## config.mk

```make
export PLATFORM = sky130hd
export DESIGN_NAME = fifo_rd_ctrl_flat
export DESIGN_NICKNAME = d
export VERILOG_FILES = /design/src/rtl/fifo_pkg.sv /design/src/rtl/fifo_rd_ctrl_if.sv /design/src/rtl/fifo_gray_sync.sv /design/src/rtl/fifo_rd_ctrl.sv /design/src/flat_wrapper.sv
export SDC_FILE = /design/constraint.sdc
export NUM_CORES = 1
export LEC_CHECK = 0
export ABC_AREA = 1
export ABC_CLOCK_PERIOD_IN_PS = 3900
export CORE_UTILIZATION = 44
export DETAILED_ROUTE_END_ITERATION = 8
export DONT_BUFFER_PORTS = 1
export PLACE_DENSITY = 0.59
export SKIP_LAST_GASP = 1
export SYNTH_ARGS = -nofsm -noshare
export SYNTH_HDL_FRONTEND = slang
export SYNTH_SLANG_ARGS = --single-unit
```

## constraint.sdc

```tcl
create_clock -name clk -period 3.9 [get_ports clk]
set_input_delay 0.78 -clock clk [delete_from_list [all_inputs] [get_ports clk]]
set_output_delay 0.78 -clock clk [all_outputs]
set_load 0.005 [all_outputs]
```

## src/rtl/fifo_pkg.sv

```systemverilog
`default_nettype none
// ============================================================================
//  Module      : fifo_pkg
//  Description : Shared definitions for both halves of the async FIFO:
//                default geometry, pointer width and Gray-code helpers.
//  Revision    : 1.0  - initial release
// ============================================================================
package fifo_pkg;

    localparam int DEF_DATA_WIDTH = 8;
    localparam int DEF_FIFO_DEPTH = 8;
    localparam int DEF_ADDR_WIDTH = $clog2(DEF_FIFO_DEPTH);
    // Pointers carry one extra MSB so a full FIFO can be told apart from an empty one.
    localparam int DEF_PTR_WIDTH  = DEF_ADDR_WIDTH + 1;

    // Helpers work on a wide word; callers zero-extend their pointer and
    // truncate the result. Zero upper bits leave the low bits of both
    // conversions unchanged, so one function serves every pointer width.
    localparam int C_PTR_MAX_WIDTH = 32;
    typedef logic [C_PTR_MAX_WIDTH-1:0] ptr_word_t;

    function automatic ptr_word_t bin2gray(input ptr_word_t bin);
        return bin ^ (bin >> 1);
    endfunction

    function automatic ptr_word_t gray2bin(input ptr_word_t gray);
        ptr_word_t bin;
        bin[C_PTR_MAX_WIDTH-1] = gray[C_PTR_MAX_WIDTH-1];
        for (int i = C_PTR_MAX_WIDTH - 2; i >= 0; i--) begin
            bin[i] = bin[i+1] ^ gray[i];
        end
        return bin;
    endfunction

endpackage
`default_nettype wire

```

## src/rtl/fifo_rd_ctrl_if.sv

```systemverilog
`default_nettype none
// ============================================================================
//  Module      : fifo_rd_ctrl_if
//  Description : Read-side bundle of the async FIFO: memory read port,
//                pointer exchange with the write domain and the consumer
//                valid/ready stream. master = read controller.
//  Revision    : 1.0  - initial release
// ============================================================================
interface fifo_rd_ctrl_if
    import fifo_pkg::*;
#(
    parameter int DATA_WIDTH = DEF_DATA_WIDTH,
    parameter int ADDR_WIDTH = DEF_ADDR_WIDTH
);
    localparam int PTR_WIDTH = ADDR_WIDTH + 1;

    logic [PTR_WIDTH-1:0]  wptr_gray;
    logic [DATA_WIDTH-1:0] rdata;
    logic [ADDR_WIDTH-1:0] raddr;
    logic [PTR_WIDTH-1:0]  rptr_gray;
    logic                  empty;
    logic [PTR_WIDTH-1:0]  level;
    logic [DATA_WIDTH-1:0] out_data;
    logic                  out_valid;
    logic                  out_ready;

    modport master (
        input  wptr_gray, rdata, out_ready,
        output raddr, rptr_gray, empty, level, out_data, out_valid
    );

    modport slave (
        output wptr_gray, rdata, out_ready,
        input  raddr, rptr_gray, empty, level, out_data, out_valid
    );

endinterface
`default_nettype wire

```

## src/rtl/fifo_gray_sync.sv

```systemverilog
`default_nettype none
// ============================================================================
//  Module      : fifo_gray_sync
//  Description : Two-flop synchronizer for a Gray-coded pointer crossing
//                into this clock domain. Gray coding guarantees at most one
//                bit changes per update, so the captured value is always
//                either the old or the new pointer.
//  Revision    : 1.0  - initial release
// ============================================================================
module fifo_gray_sync #(
    parameter int WIDTH = 4
) (
    input  wire             clk,
    input  wire             rst_n,
    input  wire [WIDTH-1:0] d,
    output logic [WIDTH-1:0] q
);

    logic [WIDTH-1:0] r_meta;
    logic [WIDTH-1:0] r_sync;

    // First stage may go metastable; second stage hands a settled value on.
    always_ff @(posedge clk or negedge rst_n) begin
        if (!rst_n) begin
            r_meta <= '0;
            r_sync <= '0;
        end else begin
            r_meta <= d;
            r_sync <= r_meta;
        end
    end

    assign q = r_sync;

endmodule
`default_nettype wire

```

## src/rtl/fifo_rd_ctrl.sv

```systemverilog
`default_nettype none
// ============================================================================
//  Module      : fifo_rd_ctrl
//  Description : Read-side controller of the async FIFO. Synchronises the
//                write pointer, tracks empty/level, addresses the memory and
//                drains words into a registered valid/ready output stage.
//  Revision    : 1.0  - initial release
// ============================================================================
module fifo_rd_ctrl
    import fifo_pkg::*;
#(
    parameter int DATA_WIDTH = DEF_DATA_WIDTH,
    parameter int FIFO_DEPTH = DEF_FIFO_DEPTH,
    parameter int ADDR_WIDTH = $clog2(FIFO_DEPTH)
) (
    input  wire            clk,
    input  wire            rst_n,
    fifo_rd_ctrl_if.master bus
);

    localparam int PTR_WIDTH = ADDR_WIDTH + 1;

    // Geometry must be a power of two so the address is simply the pointer LSBs.
    generate
        if ((FIFO_DEPTH < 2) || ((FIFO_DEPTH & (FIFO_DEPTH - 1)) != 0) ||
            (ADDR_WIDTH != $clog2(FIFO_DEPTH))) begin : g_bad_geometry
            $error("fifo_rd_ctrl: FIFO_DEPTH must be a power of 2 >= 2 and ADDR_WIDTH = clog2(FIFO_DEPTH)");
        end
    endgenerate

    logic [PTR_WIDTH-1:0]  w_wq2;
    logic [PTR_WIDTH-1:0]  r_rptr_bin;
    logic [PTR_WIDTH-1:0]  r_rptr_gray;
    logic [PTR_WIDTH-1:0]  w_rptr_inc;
    logic [PTR_WIDTH-1:0]  w_rptr_next;
    logic                  r_empty;
    logic                  w_empty_next;
    logic                  w_pop;
    logic                  r_out_valid;
    logic [DATA_WIDTH-1:0] r_out_data;

    fifo_gray_sync #(
        .WIDTH (PTR_WIDTH)
    ) u_wptr_sync (
        .clk   (clk),
        .rst_n (rst_n),
        .d     (bus.wptr_gray),
        .q     (w_wq2)
    );

    // Pop whenever a word is visible and the output stage is free or being emptied.
    always_comb begin
        w_pop        = !r_empty && (!r_out_valid || bus.out_ready);
        w_rptr_inc   = r_rptr_bin + PTR_WIDTH'(1);
        w_rptr_next  = w_pop ? w_rptr_inc : r_rptr_bin;
        // Compare in Gray against the synchronised write pointer; looking at
        // the post-pop pointer lets back-to-back pops stop exactly at empty.
        w_empty_next = (bin2gray(C_PTR_MAX_WIDTH'(w_rptr_next)) ==
                        C_PTR_MAX_WIDTH'(w_wq2));
    end

    // Read pointer (binary and Gray copies) and the registered empty flag.
    always_ff @(posedge clk or negedge rst_n) begin
        if (!rst_n) begin
            r_rptr_bin  <= '0;
            r_rptr_gray <= '0;
            r_empty     <= 1'b1;
        end else begin
            r_rptr_bin  <= w_rptr_next;
            r_rptr_gray <= PTR_WIDTH'(bin2gray(C_PTR_MAX_WIDTH'(w_rptr_next)));
            r_empty     <= w_empty_next;
        end
    end

    // Output stage: load on pop, clear once accepted, otherwise hold steady.
    always_ff @(posedge clk or negedge rst_n) begin
        if (!rst_n) begin
            r_out_valid <= 1'b0;
            r_out_data  <= '0;
        end else if (w_pop) begin
            r_out_valid <= 1'b1;
            r_out_data  <= bus.rdata;
        end else if (r_out_valid && bus.out_ready) begin
            r_out_valid <= 1'b0;
        end
    end

    assign bus.raddr     = r_rptr_bin[ADDR_WIDTH-1:0];
    assign bus.rptr_gray = r_rptr_gray;
    assign bus.empty     = r_empty;
    assign bus.out_valid = r_out_valid;
    assign bus.out_data  = r_out_data;
    // Modular subtract keeps the count right across pointer wrap.
    assign bus.level     = PTR_WIDTH'(gray2bin(C_PTR_MAX_WIDTH'(w_wq2)) -
                                      C_PTR_MAX_WIDTH'(r_rptr_bin));

endmodule
`default_nettype wire

```

## src/flat_wrapper.sv

```systemverilog
// flat-port wrapper written by rule: the top's interface ports become plain ports
module fifo_rd_ctrl_flat import fifo_pkg::*;
#(
    parameter int DATA_WIDTH = DEF_DATA_WIDTH,
    parameter int FIFO_DEPTH = DEF_FIFO_DEPTH,
    parameter int ADDR_WIDTH = $clog2(FIFO_DEPTH)
)
  (clk, rst_n, bus_wptr_gray, bus_rdata, bus_out_ready, bus_raddr, bus_rptr_gray, bus_empty, bus_level, bus_out_data, bus_out_valid);
  fifo_rd_ctrl_if #(.DATA_WIDTH(DATA_WIDTH), .ADDR_WIDTH(ADDR_WIDTH)) bus_i ();
  input  wire clk;
  input  wire rst_n;
  input wire logic [$bits(bus_i.wptr_gray)-1:0] bus_wptr_gray;
  input wire logic [$bits(bus_i.rdata)-1:0] bus_rdata;
  input wire logic [$bits(bus_i.out_ready)-1:0] bus_out_ready;
  output wire logic [$bits(bus_i.raddr)-1:0] bus_raddr;
  output wire logic [$bits(bus_i.rptr_gray)-1:0] bus_rptr_gray;
  output wire logic [$bits(bus_i.empty)-1:0] bus_empty;
  output wire logic [$bits(bus_i.level)-1:0] bus_level;
  output wire logic [$bits(bus_i.out_data)-1:0] bus_out_data;
  output wire logic [$bits(bus_i.out_valid)-1:0] bus_out_valid;
  assign bus_i.wptr_gray = bus_wptr_gray;
  assign bus_i.rdata = bus_rdata;
  assign bus_i.out_ready = bus_out_ready;
  assign bus_raddr = bus_i.raddr;
  assign bus_rptr_gray = bus_i.rptr_gray;
  assign bus_empty = bus_i.empty;
  assign bus_level = bus_i.level;
  assign bus_out_data = bus_i.out_data;
  assign bus_out_valid = bus_i.out_valid;
  fifo_rd_ctrl #(.DATA_WIDTH(DATA_WIDTH), .FIFO_DEPTH(FIFO_DEPTH), .ADDR_WIDTH(ADDR_WIDTH)) u_core (.clk(clk), .rst_n(rst_n), .bus(bus_i));
endmodule
```

### Word level (Yosys, flattened, before mapping)

Cells that the tools add are included.
Widths: inputs -> output; s select.

| cells by class | value |
|---|---|
| magnitude comparators | 0 |
| divide/modulo/power cells | 0 |
| reductions and logical operators | 6 |
| shift-type cells | 0 |
| mux-type cells | 3 |
| add/sub/neg operators | 2 |
| eq/ne operators | 1 |
| bitwise logic cells | 4 |
| multipliers | 0 |

Operator list:

| kind | number |
|---|---|
| $eq 32x4->1 | 1 |
| $add 4x1->4 const B | 1 |
| $mux 4 | 1 |
| $sub 4x4->4 | 1 |
| $xor 4x3->4 | 1 |
| $xor 1x1->1 | 3 |
| $logic_and 1x1->1 | 2 |
| $logic_not 1->1 | 2 |
| $mux 1 | 2 |
| $reduce_bool 2->1 | 1 |
| $logic_or 1x1->1 | 1 |

| word-level totals | value |
|---|---|
| memory bits (read-only) | 0 |
| logic and storage cells | 23 |
| memory bits (writable) | 0 |
| memories | 0 |
| output and inout bits | 21 |
| bits in latches | 0 |
| register bits after elaboration | 26 |
| input bits | 15 |

### Logic depth before layout (Yosys ltp)

| depth | value |
|---|---|
| word-level depth | 6 |
| depth in mapped cells | 11 |
| gate-level depth less buffers | 11 |

### Modules after synthesis

A second synthesis with hierarchy kept.

| unflattened totals | value |
|---|---|
| cells, all modules | 130 |
| area total of the unflattened synthesis | 1189.9 um^2 |

Modules (own cells, without submodules):

| module | sequential area each (um^2) | cells each | instances | area each (um^2) |
|---|---|---|---|---|
| fifo_rd_ctrl | 426.7 | 122 | 1 | 989.7 |
| fifo_gray_sync | 200.2 | 8 | 1 | 200.2 |

### Worst setup path before layout

OpenSTA, ideal clock, no wires.

| timing path | value |
|---|---|
| kind | register to output |
| start point | register u_core.u_wptr_sync.r_sync[2], in the netlist u_core.u_wptr_sync.q[2] |
| end point | output bus_level[2] |
| arrival time | 1806 ps |
| cell stages (with the launch flop) | 8 |
| path slack | 1314 ps |
| buffers on the path | 0 |
| required time | 3120 ps |
| cells stage by stage | dfrtp_1 -> xor2_2 -> xor2_2 -> xor2_1 -> inv_1 -> ha_1 -> fa_1 -> xnor2_1 |

| between the ends | value |
|---|---|
| longest elaborated chain between the ends | 4 |

RTL lines:

| element | line | text |
|---|---|---|
| start: declaration | fifo_gray_sync.sv:20 | `logic [WIDTH-1:0] r_sync;` |
| start signal: assignment | fifo_gray_sync.sv:29 | `r_sync <= r_meta;` |
| $xor 1x1->1 (*) | fifo_pkg.sv:30 | `bin[i] = bin[i+1] ^ gray[i];` |
| $xor 1x1->1 (2 in series) | fifo_pkg.sv:30 |  |
| $sub 4x4->4 (*) | fifo_rd_ctrl.sv:94 | `assign bus.level = PTR_WIDTH'(gray2bin(C_PTR_MAX_WIDTH'(w_wq2)) -` |
| end: declaration | flat_wrapper.sv:18 | `output wire logic [$bits(bus_i.level)-1:0] bus_level;` |

Every way passes the cells marked *; elsewhere a longest branch is shown, timed or not.

### Final worst setup path

Same ends and word-level chain as after synthesis.

==> impl_results.md <==
* Minimum clock period at 3040 ps
* Synth async-reset ratio at 100%
* Maximum VDD drop at 0.419 mV
* Die area at 3130 sq um
* Most common cell in the synthesized netlist: nand2_1
* CP max stage cell: dfrtp_1
* Post-Syn Instances at 134
* Total wire length at 2100 um
* Buffers on Ports at 0
* Buf/Inv on CP at 1
* CP dominant cell by count: xor2_2
* Num CTS Buffers at 3
* Remaining antenna violation count at 0
* Resize count post-CTS at 0
* Slew @ Worst Pin at 307 ps
* Net count reported at finish at 158
* Fillers at 268
* Mux cell area share after synthesis at 0%
* Status: completed
* # hold bufs at CTS at 0
* TritonRoute pass-1 iters at 4
* Number of antenna violations at the first check in global routing at 0
* Average cell area after synthesis at 9.57 sq um
* Data required, critical path at 3120 ps
* Min Hold Slack at 152 ps
* DRT iter0 DRCs at 7
* Pwr/cell area at 790 nW/um^2
* Synth Area in Compound Gates at 2.05%
* TNS Setup at 0 ps
* Mapped cell area at 1280 sq um
* H-tree depth at 1
* Adder-cell share of the synthesized area at 5.46%
* Inserted Diodes at 0
* Synth top area cells: dfrtp_1 47%, nand2_1 13%, nand2_4 6.1%, ha_1 3.9%, nand3_1 3.9%
* Top_reg_cell synth: dfrtp_1
* GRT overflow at 0
* EDFF count, synth at 0
* Initial Util at 46.5%
* Synth-to-layout area growth at 3.51%
* # Post-CTS Setup Buffers at 0
* Hold Vio Cnt, Final at 0
* First-pass GRT wire length at 3630 um
* RSZ-0062 raised after global routing: false
* Synth warnings at 0
* Yosys top cell area share at 46.8%
* Main combinational cell family by area after synthesis: simple AND/OR/NAND/NOR gates
* Post-synthesis simple-gate area fraction at 31.7%
* Crit path largest cell delay at 440 ps
* Yosys cell types at 22
* Final setup viols at 0
* Worst rel slew slack at 79.5%
* Yosys top cell by area: dfrtp_1
* Leakage power at 0.685 nW
* Setup crit start kind: register
* XOR/XNOR Fraction of Synth Area at 5.95%
* Post-synthesis register bit count at 25
* CTS tree: done
* DR WL/cell at 12.5 um
* Clock skew at 5.09 ps
* Critical-path cell list: xor2_2, xor2_2, xor2_1, inv_1, ha_1, fa_1, xnor2_1
* Final period utilization at 77.9%
* Die W at 56.0 um
* Largest net degree at the start of global routing at 26
* GP Congestion at 0.823
* Max-cap violations at 0
* Area of the core at 2760 sq um
* Worst skew pair latency at 300 ps
* CP max FO at 3
* Clock buffer depth at 2
* Vias after detailed routing at 832
* Rows at 19
* Pins Over Slew Limit at 0
* WP data arrival at 2260 ps
* Share of cells above drive strength 1 at 21.2%
* Cell count after placement at 164
* Crit path max-delay family: XOR/XNOR gates
* Clock Sinks at 25
* Vias per cell at 4.95
* Hpwl dp at 1640 um
* Die Span Y at 56.0 um
* Hold Crit Class: input port to asynchronous set/reset pin
* Ports at 36
* Drt drc at 0
* Vias in the first global route at 848
* Clock-pin transition on the worst setup and hold timing paths at 120 ps
* Max frequency at 329 MHz
* Post-synthesis sequential area ratio at 48.9%
* Setup crit end kind: output pin
* Net Count, Synth at 154
* CTS Root Cell: clkbuf_4
* GR Util All Layers at 15.0%
* Most frequent cells after synthesis: 46 x nand2_1, 24 x dfrtp_1, 11 x inv_1
* Crit Path Class: register to output pin
* Non-Filler Instances at 168
==> power by group <==
| part | switching, mW | internal (mW) | total, mW |
|---|---|---|---|
| Clock | 0.0681 | 0.0398 | 0.108 |
| Sequential | 0.0939 | 0.347 | 0.441 |
| Combinational | 0.317 | 0.183 | 0.500 |
==> worst paths after layout <==
| kind | from | to | slack [ps] | depth (start not counted) |
|---|---|---|---|---|
| hold reg to reg | u_core.u_wptr_sync.r_meta[0] | u_core.u_wptr_sync.q[0] | 360 | 0 |
| max in group asynchronous | rst_n | u_core.bus.empty | 3570 | 0 |
| hold / removal | rst_n | u_core.bus.out_data[2] | 150 | 0 |
| setup / recovery | u_core.u_wptr_sync.q[2] | bus_level[2] | 860 | 7 |
| min in group clk | u_core.u_wptr_sync.r_meta[0] | u_core.u_wptr_sync.q[0] | 360 | 0 |
| setup reg to reg | u_core.r_rptr_bin[1] | u_core.bus.empty | 2290 | 11 |
==> worst reg2reg max path, stage by stage (launching register included) <==
cell	delay, ps
dfrtp_1	520
ha_1	280
inv_1	60
nand2_1	60
nand2_1	40
nand2_1	50
nand2_1	110
nand2_2	110
nand2_2	70
nand2_1	70
nand3_2	80
nor2_2	120
==> registers in the layout, summed over array words and instances (netlist names) <==
name                       count
u_core.bus.out_data            8
u_core.bus.rptr_gray           3
u_core.bus.empty               1
u_core.r_rptr_bin              4
u_core.bus.out_valid           1
u_core.u_wptr_sync.q           4
u_core.u_wptr_sync.r_meta      4
==> metrics by stage <==
stage	util, %	setup WS (ps)	area, sq um	total power [mW]
final	48.1	864	1330	1.05
after CTS	48.1	817	1330	1.07
after global routing	48.1	664	1330	1.16
after floorplan	-	1310	1280	0.868
after global placement	47.2	1240	1300	0.941
after detailed placement	47.2	1170	1300	0.954
==> cell usage in the layout (no fill, tap or decap), drive strengths merged <==
| cell type | Yosys | final |
|---|---|---|
| a21oi | 2 | 2 |
| clkbuf | 0 | 4 |
| dfrtp | 24 | 24 |
| dfstp | 1 | 1 |
| fa | 1 | 1 |
| ha | 4 | 4 |
| inv | 15 | 15 |
| nand2 | 60 | 60 |
| nand3 | 13 | 13 |
| nand3b | 1 | 1 |
| nand4 | 2 | 2 |
| nor2 | 1 | 1 |
| nor3 | 1 | 1 |
| o21ai | 1 | 1 |
| xnor2 | 3 | 3 |
| xor2 | 4 | 4 |
==> layout make-up <==
| type | instances | area [sq um] | area share [%] |
|---|---|---|---|
| multi-input combinational | 93 | 579 | 43.6 |
| inverter | 15 | 56.3 | 4.24 |
| clock buffer | 4 | 26.3 | 1.98 |
| tap | 31 | 38.8 | 2.92 |
| sequential | 25 | 627 | 47.2 |
==> cells by family (layout without fill, tap and decap cells) <==
| kind of cell | Yosys count | after routing |
|---|---|---|
| compound gates | 3 | 3 |
| xor+xnor | 7 | 7 |
| fa+ha+maj | 5 | 5 |
| buf+inv | 16 | 19 |
| flops | 25 | 25 |
| simple gates | 78 | 78 |
==> layer usage <==
metal	wire, um	track usage [%]
met5	0	0
met4	9	4.88
met3	127	3.72
met2	1020	26.5
met1	936	17.8
(Power assumes the default switching activity.)
